## src/rtl/bcd_run_ctrl.sv

```systemverilog
// Run-control sequencer for a chain of cascaded BCD digit counters.
// Handles start/stop/clear/load commands and stops when the count reaches a programmable BCD limit.
module bcd_run_ctrl #(
  parameter int DIGITS   = 4,
  parameter int PRESCALE = 10
) (
  input  logic                clk,
  input  logic                reset,
  input  logic                cmd_valid,
  output logic                cmd_ready,
  input  logic [1:0]          cmd_op,
  input  logic [4*DIGITS-1:0] cmd_data,
  output logic [4*DIGITS-1:0] count,
  output logic                running,
  output logic                done,
  output logic                tick,
  output logic                ovf,
  output logic                cmd_err
);

  localparam int CW = 4 * DIGITS;
  localparam int PW = $clog2(PRESCALE);

  typedef enum logic [1:0] {ST_IDLE, ST_RUN, ST_PAUSE, ST_DONE} state_t;
  typedef enum logic [1:0] {OP_START = 2'b00, OP_STOP = 2'b01,
                            OP_CLEAR = 2'b10, OP_LOAD = 2'b11} op_t;

  state_t          state, state_nxt;
  logic [CW-1:0]   limit, limit_nxt;
  logic [PW-1:0]   presc, presc_nxt;
  logic [CW-1:0]   count_nxt, count_inc, data_sat;
  logic            all_nines, carry, presc_last, accept, can_cmd;
  logic            do_inc, tick_nxt, ovf_nxt, err_nxt;
  op_t             op;

  // NOTE: every always_comb output gets a default first so no path can infer a latch.
  always_comb begin
    data_sat  = cmd_data;
    count_inc = count;
    all_nines = 1'b1;
    carry     = 1'b1;
    for (int i = 0; i < DIGITS; i++) begin
      if (cmd_data[4*i +: 4] > 4'd9) data_sat[4*i +: 4] = 4'd9;
      if (count[4*i +: 4] != 4'd9) all_nines = 1'b0;
      // Ripple carry: a digit moves only when every lower digit is 9.
      if (carry) begin
        if (count[4*i +: 4] == 4'd9) begin
          count_inc[4*i +: 4] = 4'd0;
        end else begin
          count_inc[4*i +: 4] = count[4*i +: 4] + 4'd1;
          carry               = 1'b0;
        end
      end
    end
  end

  assign op         = op_t'(cmd_op);
  assign accept     = cmd_valid & cmd_ready;
  assign presc_last = (presc == PW'(PRESCALE - 1));
  assign can_cmd    = (state == ST_IDLE) || (state == ST_PAUSE);
  // STOP and CLEAR swallow an increment landing on the same edge; failed commands do not.
  assign do_inc     = (state == ST_RUN) && presc_last &&
                      !(accept && (op == OP_STOP || op == OP_CLEAR));

  always_comb begin
    state_nxt = state;
    count_nxt = count;
    limit_nxt = limit;
    presc_nxt = presc;
    tick_nxt  = 1'b0;
    ovf_nxt   = 1'b0;
    err_nxt   = 1'b0;

    if (state == ST_RUN) presc_nxt = presc_last ? '0 : presc + PW'(1);

    if (do_inc) begin
      count_nxt = count_inc;
      tick_nxt  = 1'b1;
      ovf_nxt   = all_nines;
      if (count_inc == limit) state_nxt = ST_DONE;
    end

    if (accept) begin
      unique case (op)
        OP_START: begin
          if (can_cmd) begin
            limit_nxt = data_sat;
            state_nxt = (count == data_sat) ? ST_DONE : ST_RUN;
          end else begin
            err_nxt = 1'b1;
          end
        end
        OP_STOP: begin
          if (state == ST_RUN) state_nxt = ST_PAUSE;
          else                 err_nxt   = 1'b1;
        end
        OP_CLEAR: begin
          state_nxt = ST_IDLE;
          count_nxt = '0;
          presc_nxt = '0;
        end
        OP_LOAD: begin
          if (can_cmd) count_nxt = data_sat;
          else         err_nxt   = 1'b1;
        end
        default: ;
      endcase
    end
  end

  // NOTE: sequential state uses non-blocking assignments so all registers update together.
  always_ff @(posedge clk) begin
    if (!reset) begin
      state     <= ST_IDLE;
      count     <= '0;
      limit     <= '0;
      presc     <= '0;
      cmd_ready <= 1'b0;
      running   <= 1'b0;
      done      <= 1'b0;
      tick      <= 1'b0;
      ovf       <= 1'b0;
      cmd_err   <= 1'b0;
    end else begin
      state     <= state_nxt;
      count     <= count_nxt;
      limit     <= limit_nxt;
      presc     <= presc_nxt;
      cmd_ready <= 1'b1;
      running   <= (state_nxt == ST_RUN);
      done      <= (state_nxt == ST_DONE);
      tick      <= tick_nxt;
      ovf       <= ovf_nxt;
      cmd_err   <= err_nxt;
    end
  end

endmodule
```

## config.mk

```make
export PLATFORM = sky130hd
export DESIGN_NAME = bcd_run_ctrl
export DESIGN_NICKNAME = d
export VERILOG_FILES = /design/src/rtl/bcd_run_ctrl.sv
export SDC_FILE = /design/constraint.sdc
export NUM_CORES = 1
export LEC_CHECK = 0
export CORE_ASPECT_RATIO = 1.75
export CORE_MARGIN = 2
export CORE_UTILIZATION = 23
export DETAILED_ROUTE_END_ITERATION = 10
export PLACE_DENSITY = 0.45
export SETUP_SLACK_MARGIN = 0.2
export SLEW_MARGIN = 15
export SYNTH_ARGS = -nofsm -noshare
export SYNTH_HDL_FRONTEND = slang
export SYNTH_SLANG_ARGS = --single-unit
export TNS_END_PERCENT = 5
```

## constraint.sdc

```tcl
create_clock -name clk -period 3.3 [get_ports clk]
set_clock_uncertainty 0.15 [all_clocks]
set_input_delay 0.66 -clock clk [delete_from_list [all_inputs] [get_ports clk]]
set_output_delay 0.66 -clock clk [all_outputs]
set_load 0.01 [all_outputs]
```

==> impl_metrics.csv <==
group,metric,value,unit
run_status,status,"finished clean",
detailed_routing,vias_per_cell,4.89,
setup_path,crit_family,"buffers and inverters",
pwr,p_leak,0.00161,uW
clock_network,htree_levels,2,
synthesis,synth_area_per_cell,7.71,sq um
die,rows,57,
die,die-area,15100,sq um
cells_and_area,seq_area,881,sq um
cells_and_area,design_area,4170,sq um
timing,maxSlewViolCount,0,
synthesis,async_flop_share,0,%
setup_path,crit_path_end_kind,"register",
cells_and_area,multi_input_area,2180,sq um
detailed_routing,vias,3163,
global_routing,grt_util_all_layers,14.1,%
setup_path,slowest_delay,480,ps
die,die_w,93.9,um
setup_path,cp_num_buf_inv,3,
cells_and_area,num_antenna_cells,0,
timing,worst_slack,320,ps
placed_design,hpwlAfterDp,8190,um
global_routing,grt_pass1_wl,16600,um
placed_design,gp_congestion,0.796,
setup_path,startpoint_type,"primary input",
cells_and_area,fin_util,30.1,%
pwr,p_clk_share,45.8,%
synthesis,ys_seq_elements,44,
run,maxCapViolations,0,
placed_design,numPortBuffers,42,
setup_path,path_cells,"clkdlybuf4s50_1, inv_1, ha_1, and3_1, nor4b_4, buf_4, and3_1, nand2_1, a22o_1, o211ai_1, a21boi_0",
clock_network,cts_sinks,44,
pwr,ir_worst_vdd,247,uV
pwr,power.density,329,nW/um^2
synthesis,synth_top_area_share,27.1,%
synthesis,synth_flop_cell,"dfxtp_1",
cells_and_area,nFillCells,1558,
timing,fin_crit_sh,90.3,%
clock_network,clkTransAtPathRegs,70,ps
timing,finalSetupViolations,0,
global_routing,grt_max_degree,40,
timing,holdWs,326,ps
pwr,internal_power,1030,uW
setup_path,critPathKind,"in2reg",
synthesis,yosys_warnings,0,
global_routing,first_global_vias,3123,
timing,finalHoldViolations,0,
die,die_h,161,um
timing,max_slew.worst_pin.slew,475,ps
setup_path,cpMostUsedCell,"and3_1",
setup_path,crit_start,"cmd_op[0]",
clock_network,clock_latency,300,ps
cells_and_area,layout.nets,501,
setup_path,r2r_start,"count[12]",
die,core_region_area,13800,sq um
pwr,p_comb_share,13.9,%
die,ios,43,
clock_network,clockBufferDepth,2,
timing,rsz0062_at_grt,"yes",
detailed_routing,wire_per_inst,16.2,um
timing,layout_min_cycle_time,2980,ps
timing,fmax,0.336,GHz
synthesis,yosysTopAreaCell,"dfxtp_1",
setup_path,cp_slowest_cell,"clkdlybuf4s50_1",
setup_path,worstPathRequired,3330,ps
pwr,switchingPower,340,uW
timing,relSlewSlack,68.2,%
synthesis,synth-edff-count,0,
synthesis,synth_area,3250,sq um
min_path,hp-class,"reg2reg",
placed_design,place_ws,-105,ps
global_routing,antenna_found_initial,0,
synthesis,yosys-top-cells-area,"dfxtp_1 (27%), nand2_1 (4.8%), xnor2_1 (4.3%)",
min_path,hp-start,"limit[7]",
detailed_routing,final_antenna_net_count,0,
placed_design,place_area,3970,sq um
clock_network,numCtsBuffers,5,
synthesis,syn_nets,454,
clock_network,cts_tree,"done",
global_routing,grt_overflow,0,
detailed_routing,firstDrtPassIters,4,
die,initial_core_util,23.5,%
detailed_routing,drt-initial-drc-count,195,
detailed_routing,drc_errors,0,
detailed_routing,wirelength,10500,um
pwr,p_seq_share,40.3,%
synthesis,synth_cells,422,
synthesis,synth_cell_types,57,
setup_path,critical_path.max_fanout,10,
cells_and_area,drive_gt1_share,9.57,%
clock_network,root_buffer,"clkbuf_16",
pwr,swShare,24.8,%
setup_path,critPathArrivalTime,3010,ps
synthesis,yosysSeqAreaShare,27.1,%
cells_and_area,syn_to_final_growth,28.2,%
## worst paths after layout
| kind | endpoint | cells past startpoint | slack (ps) |
|---|---|---|---|
| min | limit[7] | 2 | 330 |
| max reg2reg | done | 8 | 520 |
| max | count[15] | 11 | 320 |
| min reg2reg | limit[7] | 2 | 330 |
## through the flow
| step | setup TNS (ps) | cells | power [uW] |
|---|---|---|---|
| 2_1_floorplan | 0 | 422 | 665 |
| 3_3_place_gp | -27.1 | 639 | 756 |
| 5_1_grt | 0 | 647 | 1410 |
| 3_5_place_dp | -423 | 639 | 756 |
| 4_1_cts | 0 | 647 | 1380 |
| 6_report | 0 | 647 | 1370 |
## final cells by class
class,instances,area share [%]
clock buffer,7,3.66
clock inverter,1,0.720
inverter,18,1.62
multi-input combinational,329,52.3
sequential,44,21.1
tap,177,5.31
timing repair buffer,71,15.3
## synth_stat cells, drive strengths merged, types with 11 or more instances
library cell	count
dfxtp	44
nand2	42
nor2	24
and2	22
clkbuf	22
o21ai	22
a21oi	20
inv	18
nand3	16
xnor2	16
o22ai	14
and3	12
a21boi	11
ha	11
nor2b	11
## routing by layer
| metal | up-vias | wire (um) | GRT usage [%] | part of all wire (%) |
|---|---|---|---|---|
| li1 | 1597 | - | - | - |
| met1 | 1500 | 4180 | 15.3 | 40 |
| met2 | 53 | 5770 | 26.9 | 55 |
| met3 | 13 | 251 | 1.73 | 2.4 |
| met4 | 0 | 272 | 5.53 | 2.6 |
| met5 | - | 0 | 0 | 0 |
## logic make-up (layout without fill, tap and decap cells)
logic type	Yosys count	after routing	share of synthesized area, %
mux	6	6	1.85
flops	44	44	27.1
xor+xnor	25	25	6.73
simple gates	177	177	30.4
compound gates	110	110	23.0
buf+inv	49	97	6.69
fa+ha+maj	11	11	4.23
## cells in the final DEF, fill, tap and decap left out, drive strengths merged, types with 12 or more instances in the layout
| master | netlist | routed |
|---|---|---|
| dfxtp | 44 | 44 |
| nand2 | 42 | 42 |
| clkdlybuf4s50 | 0 | 42 |
| buf | 9 | 29 |
| nor2 | 24 | 24 |
| and2 | 22 | 22 |
| o21ai | 22 | 22 |
| a21oi | 20 | 20 |
| inv | 18 | 18 |
| xnor2 | 16 | 16 |
| nand3 | 16 | 16 |
| o22ai | 14 | 14 |
| and3 | 12 | 12 |
## power by group through the flow
stage               logic, uW  clock network, uW  registers [uW]
finish                    190                628             552
global route              209                651             554
CTS                       192                638             553
detailed placement        191                  0             565
global placement          191                  0             565
floorplan                 103                  0             562
## state kept, by name, indices dropped and copies added (netlist names)
name	count
count	16
limit	16
presc	4
state	2
cmd_err	1
cmd_ready	1
done	1
ovf	1
running	1
tick	1
## tightest hold or removal path: cells and delay by family, from the launching register on
| family | cells | cell delay [ps] |
|---|---|---|
| compound gates | 1 | 60 |
| simple gates | 1 | 50 |
| flops | 1 | 320 |
## repair_timing
item                       CTS  global route
setup endpoints to repair    1             5
hold endpoints to repair     0             0
hold buffers                 0             0
pin swaps                    0             5
gates resized for setup      1             3
setup buffers                0             0
Power figures use the tool's default switching activity.
